[src/rtl/float_op_scheduler.sv]
// Arbitrates two requesters onto one shared floating-point unit, tracks the
// outstanding operation with a timeout, and returns the result to its owner.
module float_op_scheduler #(
  parameter int NM      = 10,
  parameter int NE      = 5,
  parameter int TIMEOUT = 64
) (
  input  logic                  clk,
  input  logic                  reset,
  input  logic [1:0]            req_valid,
  output logic [1:0]            req_ready,
  input  logic [3:0]            req_op,
  input  logic [2*(1+NE+NM)-1:0] req_a,
  input  logic [2*(1+NE+NM)-1:0] req_b,
  output logic                  fpu_start,
  output logic [1:0]            fpu_op,
  output logic [NE+NM:0]        fpu_a,
  output logic [NE+NM:0]        fpu_b,
  input  logic                  fpu_done,
  input  logic [NE+NM:0]        fpu_result,
  output logic                  rsp_valid,
  input  logic                  rsp_ready,
  output logic                  rsp_id,
  output logic [NE+NM:0]        rsp_result,
  output logic                  rsp_err,
  output logic                  busy
);

  // state | meaning
  // IDLE  | arbitrate, accept one command
  // ISSUE | one-cycle fpu_start pulse
  // WAIT  | wait for fpu_done or timeout
  // RESP  | hold response until rsp_ready
  localparam int W  = 1 + NE + NM;
  localparam int TW = 8;

  typedef enum logic [1:0] {S_IDLE, S_ISSUE, S_WAIT, S_RESP} state_t;

  state_t        state_q, state_d;
  logic          last_id_q, last_id_d;
  logic [TW-1:0] timer_q, timer_d;
  logic [1:0]    op_q, op_d;
  logic [W-1:0]  a_q, a_d;
  logic [W-1:0]  b_q, b_d;
  logic [W-1:0]  result_q, result_d;
  logic          id_q, id_d;
  logic          err_q, err_d;
  logic          grant;

  always_comb begin
    if (req_valid == 2'b11) grant = ~last_id_q;
    else                    grant = req_valid[1];
  end

  always_comb begin
    state_d   = state_q;
    last_id_d = last_id_q;
    timer_d   = timer_q;
    op_d      = op_q;
    a_d       = a_q;
    b_d       = b_q;
    result_d  = result_q;
    id_d      = id_q;
    err_d     = err_q;
    req_ready = 2'b00;
    case (state_q)
      S_IDLE: begin
        if (!reset && req_valid[grant]) begin
          req_ready[grant] = 1'b1;
          op_d    = grant ? req_op[3:2] : req_op[1:0];
          a_d     = grant ? req_a[2*W-1:W] : req_a[W-1:0];
          b_d     = grant ? req_b[2*W-1:W] : req_b[W-1:0];
          id_d    = grant;
          state_d = S_ISSUE;
        end
      end
      S_ISSUE: begin
        // timer counts the WAIT cycles still allowed; zero is the last one
        timer_d = TW'(TIMEOUT - 1);
        state_d = S_WAIT;
      end
      S_WAIT: begin
        if (fpu_done) begin
          result_d = fpu_result;
          err_d    = 1'b0;
          state_d  = S_RESP;
        end else if (timer_q == '0) begin
          result_d = '0;
          err_d    = 1'b1;
          state_d  = S_RESP;
        end else begin
          timer_d = timer_q - TW'(1);
        end
      end
      S_RESP: begin
        if (rsp_ready) begin
          last_id_d = id_q;
          state_d   = S_IDLE;
        end
      end
      default: state_d = S_IDLE;
    endcase
  end

  always_ff @(posedge clk) begin
    if (reset) begin
      state_q   <= S_IDLE;
      last_id_q <= 1'b1;
      timer_q   <= '0;
      op_q      <= '0;
      a_q       <= '0;
      b_q       <= '0;
      result_q  <= '0;
      id_q      <= 1'b0;
      err_q     <= 1'b0;
    end else begin
      state_q   <= state_d;
      last_id_q <= last_id_d;
      timer_q   <= timer_d;
      op_q      <= op_d;
      a_q       <= a_d;
      b_q       <= b_d;
      result_q  <= result_d;
      id_q      <= id_d;
      err_q     <= err_d;
    end
  end

  assign fpu_start  = (state_q == S_ISSUE);
  assign fpu_op     = op_q;
  assign fpu_a      = a_q;
  assign fpu_b      = b_q;
  assign rsp_valid  = (state_q == S_RESP);
  assign rsp_id     = id_q;
  assign rsp_result = result_q;
  assign rsp_err    = err_q;
  assign busy       = (state_q != S_IDLE);

endmodule
[config.mk]
export PLATFORM = sky130hd
export DESIGN_NAME = float_op_scheduler
export DESIGN_NICKNAME = d
export VERILOG_FILES = /design/src/rtl/float_op_scheduler.sv
export SDC_FILE = /design/constraint.sdc
export NUM_CORES = 1
export LEC_CHECK = 0
export CAP_MARGIN = 15
export CORE_AREA = 4 4 85 87
export DETAILED_ROUTE_END_ITERATION = 12
export DIE_AREA = 0 0 89 91
export DONT_BUFFER_PORTS = 1
export GPL_ROUTABILITY_DRIVEN = 0
export PLACE_DENSITY_LB_ADDON = 0.2
export SLEW_MARGIN = 10
export SYNTH_ARGS = -nofsm -noshare
export SYNTH_HDL_FRONTEND = slang
export SYNTH_SLANG_ARGS = --single-unit
[constraint.sdc]
create_clock -name clk -period 3.7 [get_ports clk]
set_input_delay 0.74 -clock clk [delete_from_list [all_inputs] [get_ports clk]]
set_output_delay 0.74 -clock clk [all_outputs]
set_load 0.1 [all_outputs]
==> summary.md <==
| Metric | Value |
|---|---|
| Status | `complete, no violations` |
| Register Area | `0.00126 mm^2` |
| Area leader, netlist | `dfxtp_1` |
| Int Pwr | `around 1400 uW` |
| Max-cap viol count | `0` |
| Area of the multi-input gates | `~0.0014 mm^2` |
| Die H | `slightly above 90 um` |
| Crit path DAT | `between 1500 and 2000 ps` |
| NumNets Final | `roughly 380` |
| Antenna Cells | `0` |
| CP endpoint kind | `output port` |
| Post-CTS Hold Buffers | `0` |
| Cell row count | `29` |
| Layout Cells excl Fill | `367` |
| Post-synthesis instance total | `291` |
| Slew HR | `0.283` |
| CP max FO | `4` |
| Clk_skew | `about 11 ps` |
| Vias in the first global route | `1925` |
| Largest net degree at the start of global routing | `70` |
| All-Layer GR Usage | `0.149` |
| Sw Pwr | `1790 uW` |
| Sw frac | `0.554` |
| H-tree depth | `3` |
| Yosys top cell area share | `0.455` |
| DR iter-0 viols | `35` |
| Max clock buf depth | `2` |
| Number of cells on the worst hold path | `1` |
| Gate power share | `0.264` |
| Leakage | `between 0.001 and 0.0015 uW` |
| Area of the core | `0.00635 mm^2` |
| Critical Path Source Type | `flip-flop` |
| Global route overflow | `0` |
| # clock sinks | `63` |
| Most common cell in the netlist | `dfxtp_1` |
| Seq pwr share | `0.573` |
| Reg-to-Reg Start | `state_q[0]$_SDFFE_PP0P_` |
| Fin. Hold Viols | `0` |
| Clk_lat worst skew | `320 ps` |
| Clock network power share | `0.163` |
| Top post-synthesis cells by area | `dfxtp_1 (46%), mux2i_1 (13%), a211oi_1 (9.8%)` |
| Post-synth top cells | `dfxtp_1 (63), nor2_1 (58), a211oi_1 (36), mux2i_1 (36)` |
| Clk slew on worst S/H paths | `roughly 70 ps` |
| Via density | `5.59` |
| Kind of critical path | `reg -> out` |
| Fin area | `about 0.0030 mm^2` |
| CTS tree | `done` |
| Filler Cells Inserted | `644` |
| Max-slew violations | `0` |
| Layout cells sized above 1 | `0.0897` |
| Hold WS | `486 ps` |
| Main synth FF type | `dfxtp_1` |
| Worst reg-to-reg setup slack | `approximately 1400 ps` |
| Final min period | `2600 ps` |
| Avg Cell Area, Syn | `between 9 and 10 um^2` |
| Placed instance area | `0.00284 mm^2` |
| Ys async rst share | `0` |
| Starting Density | `0.436` |
| Placed Instances | `approximately 350` |
| Initial antenna violation count | `0` |
| Sequential fraction of the synthesis area | `0.455` |
| Routed len/inst | `approximately 17 um` |
| Post-synthesis net count | `around 390` |
| Num CTS Buffers | `9` |
| WP data required | `between 2000 and 3000 ps` |
| Setup Fix Bufs, Post-CTS | `0` |
| Die span in x | `around 89 um` |
| Max incr delay on CP | `380 ps` |
| First-pass GRT wire length | `9.36 mm` |
| Final core utilization | `0.474` |
| Hold WC Path Type | `in -> reg` |
| Final worst-path cycle share | `0.703` |
| Via count | `2052` |
| Routed WL | `about 6.2 mm` |
| Post-synth EDFFs | `0` |
| FMAX | `roughly 0.38 GHz` |
| DRT Pass-1 Iters | `4` |
| #FFs+latches synth | `between 60 and 70` |
| Layout area overhead | `8.71%` |
| Synth warn | `0` |
| Antenna Nets Post-Route | `0` |
| Detail Placement HPWL | `roughly 4.5 mm` |
| I/O pin count | `~150` |
| Min-delay src | `reset` |
| Worst-margin pin slew | `1080 ps` |
| Worst vdd ir | `0.449 mV` |
| Worst path slowest cell | `dfxtp_1` |
| Detailed-route DRC error count | `0` |
| Root Driver | `clkbuf_8` |
| Post-cts sizing count | `0` |
| R2R cell count | `6` |
| Cell Chain, Critical Path | `inv_1 -> ha_1 -> inv_1 -> buf_4 -> nor2_4 -> and2_1 -> buf_4` |
| Cell variety after synth | `40` |
| RSZ-0062 raised after global routing | `false` |
| Post-route setup TNS | `0 ps` |
| Die area | `between 0.008 and 0.009 mm^2` |
| Number of I/O port buffers | `0` |
| Mapped Area | `roughly 0.0028 mm^2` |
| Final setup vio count | `0` |
| Cell Pwr Density | `1070 mW/mm^2` |
| Setup crit start | `state_q[0]$_SDFFE_PP0P_` |
## critical path, delay by kind of cell, from the launching register on
kind          cells  cell delay, ps
fa+ha+maj         1             240
buf+inv           4             700
simple gates      2             230
flops             1             380
## stage by stage
stage | setup WS (ps) | power (uW)
after detailed placement | 1340 | 2720
final | 1100 | 3230
after global routing | 987 | 3400
after CTS | 1080 | 3260
after floorplan | 496 | 2570
after global placement | 1410 | 2710
## placed cells by master, fill, tap and decap left out, drive strengths merged, types with 5 or more instances in the layout
master | synthesis | layout
dfxtp | 63 | 63
buf | 6 | 5
a22oi | 16 | 16
inv | 5 | 5
clkbuf | 16 | 13
a21oi | 5 | 5
ha | 6 | 6
nor2 | 58 | 58
a211oi | 36 | 36
mux2i | 36 | 36
## state kept, by name, indices dropped and copies added, names as in the netlist
register    flops
rsp_id          1
rsp_err         1
fpu_a          16
timer_q         8
fpu_b          16
last_id_q       1
fpu_op          2
state_q         2
rsp_result     16
## logic make-up (layout without fill, tap and decap cells)
kind of cell             Yosys count  in the layout  synth area share
buffers and inverters             27             26            0.0424
AO/OA/AOI/OAI                     75             75             0.201
flip-flops                        63             63             0.455
XOR/XNOR                           1              1           0.00316
AND/OR/NAND/NOR                   83             83             0.141
adder cells (fa/ha/maj)            6              6            0.0271
multiplexers                      36             36             0.130
## final timing paths
kind	to
hold reg to reg	timer_q[7]$_SDFFE_PP0P_
setup reg to reg	timer_q[1]$_SDFFE_PP0P_
hold / removal	fpu_a[12]$_SDFFE_PP0P_
setup / recovery	req_ready[1]
## area by class of cell
type,count,area share
flip-flops and latches,63,0.419
multi-input cells,201,0.472
clock inverters,3,0.00581
well taps,77,0.0320
repair buffers,5,0.0125
inverters,5,0.00623
clock buffers,13,0.0527
## metal layers
layer	up-vias	global-route usage	wire length (um)
met2	91	0.238	2980
met3	6	0.0624	634
met4	0	0.0633	79
met5	-	0	0
met1	909	0.175	2550
li1	1046	-	-
## power by group through the flow
stage	clock network, uW	logic, uW	registers (uW)
floorplan	0	745	1820
global placement	0	840	1870
detailed placement	0	854	1870
CTS	548	857	1860
global route	579	950	1870
finish	525	852	1850
(Power assumes the default switching activity.)
